<file path="src/rtl/palette_lookup_arbiter.sv">
// palette_lookup_arbiter: shares one combinational palette ROM between the world renderer
// (port 0) and the HUD/cursor overlay (port 1). Round-robin grant, one lookup per cycle,
// registered per-port responses with valid/ready backpressure and a sticky out-of-range flag.
// Optional feature macro: PALETTE_ARB_STATS_EN adds saturating grant/conflict counters.
module palette_lookup_arbiter #(
  parameter int unsigned           ADDR_WIDTH = 8,
  parameter int unsigned           DATA_WIDTH = 12,
  parameter int unsigned           NUM_COLORS = 194,
  parameter logic [DATA_WIDTH-1:0] OOR_COLOR  = '0
) (
  input  logic                  Clk,
  input  logic                  Reset_n,
  input  logic                  req0_valid,
  input  logic [ADDR_WIDTH-1:0] req0_addr,
  output logic                  req0_ready,
  output logic                  rsp0_valid,
  output logic [DATA_WIDTH-1:0] rsp0_data,
  input  logic                  rsp0_ready,
  input  logic                  req1_valid,
  input  logic [ADDR_WIDTH-1:0] req1_addr,
  output logic                  req1_ready,
  output logic                  rsp1_valid,
  output logic [DATA_WIDTH-1:0] rsp1_data,
  input  logic                  rsp1_ready,
  output logic [ADDR_WIDTH-1:0] rom_addr,
  input  logic [DATA_WIDTH-1:0] rom_data,
  output logic                  oor_err
`ifdef PALETTE_ARB_STATS_EN
  ,
  output logic [15:0]           grant0_cnt,
  output logic [15:0]           grant1_cnt,
  output logic [15:0]           conflict_cnt
`endif
);

  typedef enum logic {PORT0 = 1'b0, PORT1 = 1'b1} port_e;

  // One extra bit so a NUM_COLORS equal to 2**ADDR_WIDTH still compares correctly.
  localparam logic [ADDR_WIDTH:0] NUM_LIM = (ADDR_WIDTH + 1)'(NUM_COLORS);

  port_e                 last_grant_q, last_grant_d;
  logic [ADDR_WIDTH-1:0] rom_addr_q, rom_addr_d;
  logic                  rsp0_valid_q, rsp0_valid_d;
  logic                  rsp1_valid_q, rsp1_valid_d;
  logic [DATA_WIDTH-1:0] rsp0_data_q, rsp0_data_d;
  logic [DATA_WIDTH-1:0] rsp1_data_q, rsp1_data_d;
  logic                  oor_err_q, oor_err_d;
  logic                  elig0, elig1, grant0, grant1, oor_hit;
  logic [DATA_WIDTH-1:0] cap_data;

  // Eligibility, round-robin grant, ROM address mux and response-slot next state.
  always_comb begin
    // NOTE: every signal assigned here gets a default first so no path leaves it unassigned,
    // which would otherwise infer a latch.
    grant0       = 1'b0;
    grant1       = 1'b0;
    last_grant_d = last_grant_q;
    rom_addr_d   = rom_addr_q;
    rsp0_valid_d = rsp0_valid_q;
    rsp1_valid_d = rsp1_valid_q;
    rsp0_data_d  = rsp0_data_q;
    rsp1_data_d  = rsp1_data_q;
    oor_err_d    = oor_err_q;

    // A port may only be granted if its response slot is empty or drains this cycle.
    elig0 = req0_valid & (~rsp0_valid_q | rsp0_ready);
    elig1 = req1_valid & (~rsp1_valid_q | rsp1_ready);

    if (elig0 && elig1) begin
      if (last_grant_q == PORT1) grant0 = 1'b1;
      else                       grant1 = 1'b1;
    end else begin
      grant0 = elig0;
      grant1 = elig1;
    end

    // Address holds when idle so the ROM input does not toggle needlessly.
    if (grant0) begin
      rom_addr_d   = req0_addr;
      last_grant_d = PORT0;
    end else if (grant1) begin
      rom_addr_d   = req1_addr;
      last_grant_d = PORT1;
    end

    oor_hit  = ({1'b0, rom_addr_d} >= NUM_LIM);
    cap_data = oor_hit ? OOR_COLOR : rom_data;

    // A new accept overrides a drain so back-to-back lookups keep the slot full.
    if (grant0) begin
      rsp0_valid_d = 1'b1;
      rsp0_data_d  = cap_data;
    end else if (rsp0_ready) begin
      rsp0_valid_d = 1'b0;
    end

    if (grant1) begin
      rsp1_valid_d = 1'b1;
      rsp1_data_d  = cap_data;
    end else if (rsp1_ready) begin
      rsp1_valid_d = 1'b0;
    end

    if ((grant0 || grant1) && oor_hit) oor_err_d = 1'b1;
  end

  // State registers; reset discards any response in flight.
  always_ff @(posedge Clk or negedge Reset_n) begin
    if (!Reset_n) begin
      last_grant_q <= PORT1;
      rom_addr_q   <= '0;
      rsp0_valid_q <= 1'b0;
      rsp1_valid_q <= 1'b0;
      rsp0_data_q  <= '0;
      rsp1_data_q  <= '0;
      oor_err_q    <= 1'b0;
    end else begin
      // NOTE: non-blocking assignments keep every register sampling pre-edge values.
      last_grant_q <= last_grant_d;
      rom_addr_q   <= rom_addr_d;
      rsp0_valid_q <= rsp0_valid_d;
      rsp1_valid_q <= rsp1_valid_d;
      rsp0_data_q  <= rsp0_data_d;
      rsp1_data_q  <= rsp1_data_d;
      oor_err_q    <= oor_err_d;
    end
  end

  assign req0_ready = grant0;
  assign req1_ready = grant1;
  assign rom_addr   = rom_addr_d;
  assign rsp0_valid = rsp0_valid_q;
  assign rsp1_valid = rsp1_valid_q;
  assign rsp0_data  = rsp0_data_q;
  assign rsp1_data  = rsp1_data_q;
  assign oor_err    = oor_err_q;

`ifdef PALETTE_ARB_STATS_EN
  logic [15:0] grant0_cnt_q, grant1_cnt_q, conflict_cnt_q;

  // Saturating event counters: grants per port and cycles with both ports eligible.
  always_ff @(posedge Clk or negedge Reset_n) begin
    if (!Reset_n) begin
      grant0_cnt_q   <= '0;
      grant1_cnt_q   <= '0;
      conflict_cnt_q <= '0;
    end else begin
      if (grant0 && (grant0_cnt_q != 16'hFFFF)) grant0_cnt_q <= grant0_cnt_q + 16'd1;
      if (grant1 && (grant1_cnt_q != 16'hFFFF)) grant1_cnt_q <= grant1_cnt_q + 16'd1;
      if (elig0 && elig1 && (conflict_cnt_q != 16'hFFFF)) conflict_cnt_q <= conflict_cnt_q + 16'd1;
    end
  end

  assign grant0_cnt   = grant0_cnt_q;
  assign grant1_cnt   = grant1_cnt_q;
  assign conflict_cnt = conflict_cnt_q;
`else
  // Statistics disabled: no counters or counter ports exist in this build.
`endif

endmodule

</file>
<file path="config.mk">
export PLATFORM = sky130hd
export DESIGN_NAME = palette_lookup_arbiter
export DESIGN_NICKNAME = d
export VERILOG_FILES = /design/src/rtl/palette_lookup_arbiter.sv
export SDC_FILE = /design/constraint.sdc
export NUM_CORES = 1
export LEC_CHECK = 0
export ABC_AREA = 1
export CORE_MARGIN = 3
export CORE_UTILIZATION = 38
export CTS_CLUSTER_DIAMETER = 100
export DETAILED_ROUTE_END_ITERATION = 8
export PLACE_DENSITY = 0.8
export SLEW_MARGIN = 20
export SYNTH_ARGS = -nofsm -noshare
export SYNTH_HDL_FRONTEND = slang
export SYNTH_SLANG_ARGS = --single-unit
</file>
<file path="constraint.sdc">
create_clock -name Clk -period 1.6 [get_ports Clk]
set_input_delay 0.4 -clock Clk [delete_from_list [all_inputs] [get_ports Clk]]
set_output_delay 0.4 -clock Clk [all_outputs]
set_load 0.01 [all_outputs]
</file>
### Yosys cells after proc, flatten, opt, wreduce, memory -nomap -nowiden

Index checks and enable logic that the tools add are counted.

| operators by class | value |
|---|---|
| order comparisons | 1 |
| muxes and demuxes | 13 |
| bitwise operators | 6 |
| reduce and logical (&&, ||, !) cells | 6 |

Operator list:

| operator | number |
|---|---|
| $mux 8 | 2 |
| $mux 12 | 1 |
| $mux 1 | 10 |
| $ge 8x8->1 const B | 1 |
| $reduce_bool 2->1 | 3 |
| $and 1x1->1 | 2 |
| $logic_and 1x1->1 | 2 |
| $not 1->1 | 2 |
| $or 1x1->1 | 2 |
| $logic_or 1x1->1 | 1 |

| word-level totals | value |
|---|---|
| bits in registers | 36 |
| output and inout port bits | 37 |

### Depth between registers and ports, before layout

| logic depth | value |
|---|---|
| depth after elaboration | 9 |
| depth in mapped cells | 14 |

### Worst setup path before layout

Ideal clock, no wire load.

| timing | value |
|---|---|
| path type | register to output |
| from | reg rsp1_valid_q, in the netlist rsp1_valid |
| to | out rom_addr[0] |
| data arrival time | 1.304 ns |
| required time | 1.200 ns |
| path slack | -0.104 ns |
| stages on the path, launching flop included | 7 |
| path through | dfrtp_1 > a21boi_2 > nand2_2 > buf_6 > inv_1 > nor2_1 > o21ai_0 |

| on the way | value |
|---|---|
| word-level cells in the longest chain between the ends | 7 |
| elaborated cells between the ends (all ways) | 8 |

RTL lines:

| element | RTL line | text |
|---|---|---|
| start: declaration | 44 | `logic rsp1_valid_q, rsp1_valid_d;` |
| start signal: assignment | 122 | `rsp1_valid_q <= rsp1_valid_d;` |
| $not 1->1 * | 67 | `elig1 = req1_valid & (~rsp1_valid_q \| rsp1_ready);` |
| $or 1x1->1 * | 67 |  |
| $and 1x1->1 * | 67 |  |
| $logic_and 1x1->1 | 69 | `if (elig0 && elig1) begin` |
| $mux 1 | 69 |  |
| $mux 8 | 81 | `end else if (grant1) begin` |
| $mux 8 * | 78 | `if (grant0) begin` |
| end: declaration | 25 | `output logic [ADDR_WIDTH-1:0] rom_addr,` |

Mark *: on every way between the ends. The rest lies on a longest branch, timed or not.

### Final worst setup path

| timing | value |
|---|---|
| from | reg rsp0_valid_q, in the netlist rsp0_valid |
| to | reg rsp0_data_q[3], in the netlist rsp0_data[3] |

| on the way | value |
|---|---|
| word-level cells in the longest chain between the ends | 9 |
| elaborated cells between the ends (all ways) | 10 |

RTL lines:

| element | RTL line | text |
|---|---|---|
| start: declaration | 43 | `logic rsp0_valid_q, rsp0_valid_d;` |
| start signal: assignment | 121 | `rsp0_valid_q <= rsp0_valid_d;` |
| $not 1->1 * | 66 | `elig0 = req0_valid & (~rsp0_valid_q \| rsp0_ready);` |
| $or 1x1->1 * | 66 |  |
| $and 1x1->1 * | 66 |  |
| $logic_and 1x1->1 | 69 |  |
| $mux 1 | 69 |  |
| $mux 8 | 81 |  |
| $mux 8 | 78 |  |
| $ge 8x8->1 | 86 | `oor_hit = ({1'b0, rom_addr_d} >= NUM_LIM);` |
| $mux 12 | 87 | `cap_data = oor_hit ? OOR_COLOR : rom_data;` |
| end signal: assignment | 123 | `rsp0_data_q <= rsp0_data_d;` |
| end: declaration | 45 | `logic [DATA_WIDTH-1:0] rsp0_data_q, rsp0_data_d;` |

Marked as above.
A chain may end at the register's enable or synchronous reset.

==> impl_metrics.yaml <==
outcome:
  status: "complete, but fails checks"
  violations: "setup timing"
sta:
  max-slew-margin-rel: 0.842
  worst_slack_ns: -0.459
  hold_viol: 0
  drv_slew: 0
  holdWs_ns: 0.0624
  period_minus_slack_ns: 2.06
  grt_setup_unrepaired: "true"
  setup_viol: 35
  fmax_mhz: 486
  fin_crit_sh: 1.29
  skew_ns: 0.0120
  tightest_slew_ns: 0.236
logic_synthesis:
  async_flop_share: 1.00
  netlist_instances: 193
  yosys_warnings: 0
  synth_common_cells: "nand2_1 (70), dfrtp_1 (35), nand3_1 (27)"
  synth_area_sq_um: 1670
  synth_flop_cell: "dfrtp_1"
  synth.largest_area_cell: "dfrtp_1"
  yosysMostFrequentCell: "nand2_1"
  ys_ff_latch: 36
  syn_area_per_cell_sq_um: 8.66
  synth_edf_count: 0
  mappedNetlistNets: 227
  ys_types: 24
  netlist_top_cells_area: "dfrtp_1 (52%), nand2_1 (16%), nand3_1 (8.1%), inv_1 (4.3%), buf_6 (2.7%)"
  ys_seq_area_frac: 0.540
  synth_top_area_frac: 0.524
global_routing:
  met3_usage: 0.0429
  grt_pass1_vias: 1840
  grt_max_degree: 37
  antenna_found_initial: 0
  grt_pass1_wl_mm: 8.87
  use_met2: 0.373
  grt_use_met1: 0.279
  grtUsageTotal: 0.220
  gr-total-overflow: 0
  grt-busiest-layer: "met2"
cells_and_area:
  final_area_sq_um: 3250
  diodes: 0
  drive_gt1_frac: 0.449
  nets: 338
  fillCellCount: 250
  multi_input_area_sq_um: 992
  regArea_sq_um: 902
  syn_to_final_growth_pct: 94.2
floorplan:
  ios: 71
  die_w_um: 72.3
  die_h_um: 72.3
  core_area_sq_um: 4120
  std_cell_rows: 23
  start_util: 0.406
  dieArea_sq_um: 5230
clocking:
  cts.sinks: 36
  cts_buffer_depth: 2
  cts-hold-fix-buffers: 0
  cts-root-buf: "clkbuf_8"
  cts_made_buffers: 5
  htree_levels: 2
  cts_tree: "built"
  clkSlewWorstSetupHoldPaths_ns: 0.08
  clk_latency_ns: 0.29
pwr:
  pwr-share-clk: 0.196
  pwr-share-seq: 0.320
  switching_share: 0.360
  p_per_area_nw_per_um2: 1240
  pwr-share-comb: 0.484
  internal_power_mw: 2.59
  power_mw: 4.04
  ir_worst_vdd_uv: 657
  netSwitchingPower_mw: 1.45
  leakage_nw: 1.74
setup_path:
  r2r-start: "rsp0_valid$_DFFE_PN0P_"
  cp-start-kind: "register"
  cp_top_family: "simple AND/OR/NAND/NOR gates"
  cp_max_fo: 6
  ff2ff_path_depth: 12
  slowest_stage: "dfrtp_1"
  cpPeakStageDelay_ns: 0.43
  path_cells: "a21boi_4 -> nand2_8 -> o21ai_2 -> inv_1 -> a21oi_2 -> buf_4 -> buf_4 -> buf_4 -> nand3_4 -> nand2_4 -> nand3_1 -> nand2_1"
  arrival_ns: 2.29
  crit_buf_inv: 4
  r2r_slack_ns: -0.46
  end_kind: "register"
  required_ns: 1.83
  crit_type: "register to register"
  crit_top_cell: "buf_4"
  startpoint: "rsp0_valid$_DFFE_PN0P_"
  reg2reg_to: "rsp0_data[3]$_DFFE_PN0P_"
flow_run:
  max_cap_viol_count: 0
placement:
  dp_slack_ns: -0.977
  hpwl_mm: 3.31
  gp_congestion: 0.817
  io_buffers: 70
  dpl_cell_area_sq_um: 2570
route:
  first_pass_iters: 4
  routedWlPerCell_um: 17.6
  drc: 0
  via_per_inst: 5.09
  drt_first_iter_violations: 122
  wl_mm: 6.26
  ant_nets: 0
  vias: 1807
min_path:
  hold_path.class: "primary input to async pin"
[final cells by class]
type                       instances  area share
tap                               50      0.0193
timing repair buffer             108       0.337
clock inverter                     2      0.0108
clock buffer                       6      0.0224
multi-input combinational        131       0.306
sequential                        36       0.278
inverter                          22      0.0270
[power groups by stage]
stage | clock network, mW | registers (mW) | logic [mW]
2_1_floorplan | 0 | 1.38 | 0.552
3_3_place_gp | 0 | 1.29 | 1.44
3_5_place_dp | 0 | 1.30 | 1.46
4_1_cts | 0.796 | 1.29 | 1.71
5_1_grt | 0.839 | 1.32 | 2.09
6_report | 0.790 | 1.29 | 1.96
[through the flow]
| step | std cells | util | setup TNS (ns) |
|---|---|---|---|
| global placement | 328 | 0.625 | -29.68 |
| detailed placement | 328 | 0.625 | -30.45 |
| finish | 355 | 0.789 | -14.28 |
| floorplan | 193 | - | 0 |
| CTS | 350 | 0.720 | -11.24 |
| global route | 355 | 0.789 | -17.09 |
[repair_timing]
action | CTS | global route
buffers inserted | 10 | 5
endpoints found under the setup margin | 41 | 51
resized for setup | 97 | 62
pin swaps | 16 | 22
cloned | 4 | 0
[how the worst max path moves through the flow]
| stage | cells after the start | end | slack [ns] |
|---|---|---|---|
| 2_1_floorplan | 11 | rsp0_data[0]$_DFFE_PN0P_ | 0.008 |
| 3_3_place_gp | 8 | rom_addr[6] | -0.96 |
| 3_5_place_dp | 7 | rom_addr[0] | -0.98 |
| 4_1_cts | 8 | rom_addr[7] | -0.40 |
| 5_1_grt | 13 | rsp0_data[9]$_DFFE_PN0P_ | -0.53 |
| 6_report | 12 | rsp0_data[3]$_DFFE_PN0P_ | -0.46 |
[metal layers]
layer	wire, um	up-vias
li1	-	827
met1	2380	870
met2	3250	89
met3	408	21
met4	220	0
met5	0	-
[worst reg2reg max path, stage by stage, from the launching register on]
cell      delay (ns)
dfrtp_1         0.43
a21boi_4        0.27
nand2_8         0.11
o21ai_2         0.08
inv_1           0.06
a21oi_2         0.16
buf_4           0.13
buf_4           0.09
buf_4           0.10
nand3_4         0.20
nand2_4         0.20
nand3_1         0.09
nand2_1         0.07
[cells in the final DEF (no fill, tap or decap), drive strengths merged]
cell type	n
clkbuf	6
o21bai	1
a21oi	1
clkdlybuf4s15	1
clkinv	1
clkdlybuf4s50	33
a21boi	2
bufinv	1
o22ai	1
a22oi	1
or2	3
dlymetal6s2s	16
nor2	6
buf	48
nand2	81
dlygate4sd2	10
nand3	30
o21ai	5
inv	22
dfrtp	35
dfstp	1
[sequential cells by signal (all words and copies together), names as in the netlist]
name          count
last_grant_q      1
rsp1_data        12
rom_addr_q        8
rsp0_data        12
oor_err           1
rsp0_valid        1
rsp1_valid        1
[kinds of logic (layout without fill, tap and decap cells)]
kind of cell,after synthesis,in the layout,synth area share
compound gates,11,11,0.0531
buf+inv,30,138,0.0868
flops,36,36,0.540
simple gates,116,120,0.320
(Power assumes the default switching activity.)
==> variant: new RTL, config.mk and constraints unchanged <==
Set the parameter `ADDR_WIDTH` to 6 (it was 8).
--- a/src/rtl/palette_lookup_arbiter.sv
+++ b/src/rtl/palette_lookup_arbiter.sv
@@ -5,3 +5,3 @@
 module palette_lookup_arbiter #(
-  parameter int unsigned           ADDR_WIDTH = 8,
+  parameter int unsigned           ADDR_WIDTH = 6,
   parameter int unsigned           DATA_WIDTH = 12,
Ports: changed (resized req0_addr, req1_addr and rom_addr); port bits go from 71 to 65. The function was not compared with the original's and may differ.
==> variant against the unedited design <==
- the flow still finishes with violations (setup timing)
- area after synthesis fell by 13%
- sequential cell count shrank 3
- count of clock-buffer cells in the layout unchanged
- global-route usage down 4.0 points
- setup slack better by 160 ps
- sequential share of layout area increased by 4.5 points
- cell area decreased by 21%
- wire length decreased by 36%
- first-iteration DRC count is 39% lower
- total power down 25%
- critical endpoint is now rom_addr[3]
- largest cell class unchanged
- largest power group unchanged
==> variant: results (changes against the unedited design) <==
Outcome = finished, violations left
Violated checks = setup timing
Pleak = 0.00149 µW (-14%)
Distinct cells, synth = 16 (-33%)
RD Place Congestion = 0.820 (+0.35%)
GR Util All Layers = 18.1% (-4.0 points)
Footprint of the multi-input gates = 534 µm² (-46%)
Largest net degree at the start of global routing = 34 (-8.1%)
Met2 WL = 2.15 mm (-34%)
R2R Path End = rom_addr_q[0]
Placed cells = 278 (-15%)
Pre-CTS WS = -915 ps (+62.1 ps)
Slowest library cell on the worst path = dfstp_2
FF/Latch Area = 828 µm² (-8.2%)
Skew final = 6.49 ps (-5.47 ps)
# Post-CTS Setup Buffers = 11 (+1)
Vias in the first global route = 1387 (-25%)
Seq/Total Area, Yosys = 56.6% (+2.6 points)
Final worst slack = -303 ps (+157 ps)
Fillers = 278 (+11%)
Signal buffers = 90 (-17%)
Grt met1 use = 22.1% (-5.8 points)
Switching part of the total = 32.5% (-3.5 points)
Syn nets = 190 (-16%)
Met3 WL = 225 µm (-45%)
Total chip power = 3020 µW (-25%)
Grt met2 use = 30.1% (-7.2 points)
Peak per-stage delay on the critical path = 550 ps (+120 ps)
Top delay family on crit path = flip-flops
Clock buf/inv share = 3.22% (-0.096 points)
Top cells by area, synth = dfrtp_1 55%, nand2_1 11%, inv_1 7.7%, o21ai_1 6.8%, nand3_1 4.5%
Setup Viol. Count Final = 8 (-77%)
VDD IR max = 0.757 mV (+15%)
-- variant: kinds of logic (layout without fill, tap and decap cells) --
family | after synthesis | count (layout) | synth area share (%)
flip-flops | 33 | 33 | 56.6
AO/OA/AOI/OAI | 27 | 27 | 11.5
other | 1 | 1 | 0.257
AND/OR/NAND/NOR | 62 | 62 | 19.3
buffers and inverters | 37 | 128 | 12.3
-- variant: worst register-to-register path: cells and delay by family (launching register included) --
kind / cells / cell delay, ps
buffers and inverters: 5 / 610
DFF: 1 / 550
and+or+nand+nor: 5 / 330
-- variant: worst max path at each step --
stage / start / endpoint / slack, ps / cells past startpoint
2_1_floorplan: last_grant_q / rom_addr[0] / 70 / 6
3_3_place_gp: rsp1_ready / rom_addr[3] / -890 / 9
3_5_place_dp: rsp1_ready / rom_addr[5] / -910 / 9
4_1_cts: last_grant_q / rom_addr[1] / -310 / 8
5_1_grt: last_grant_q / rom_addr[3] / -380 / 8
6_report: last_grant_q / rom_addr[3] / -300 / 8
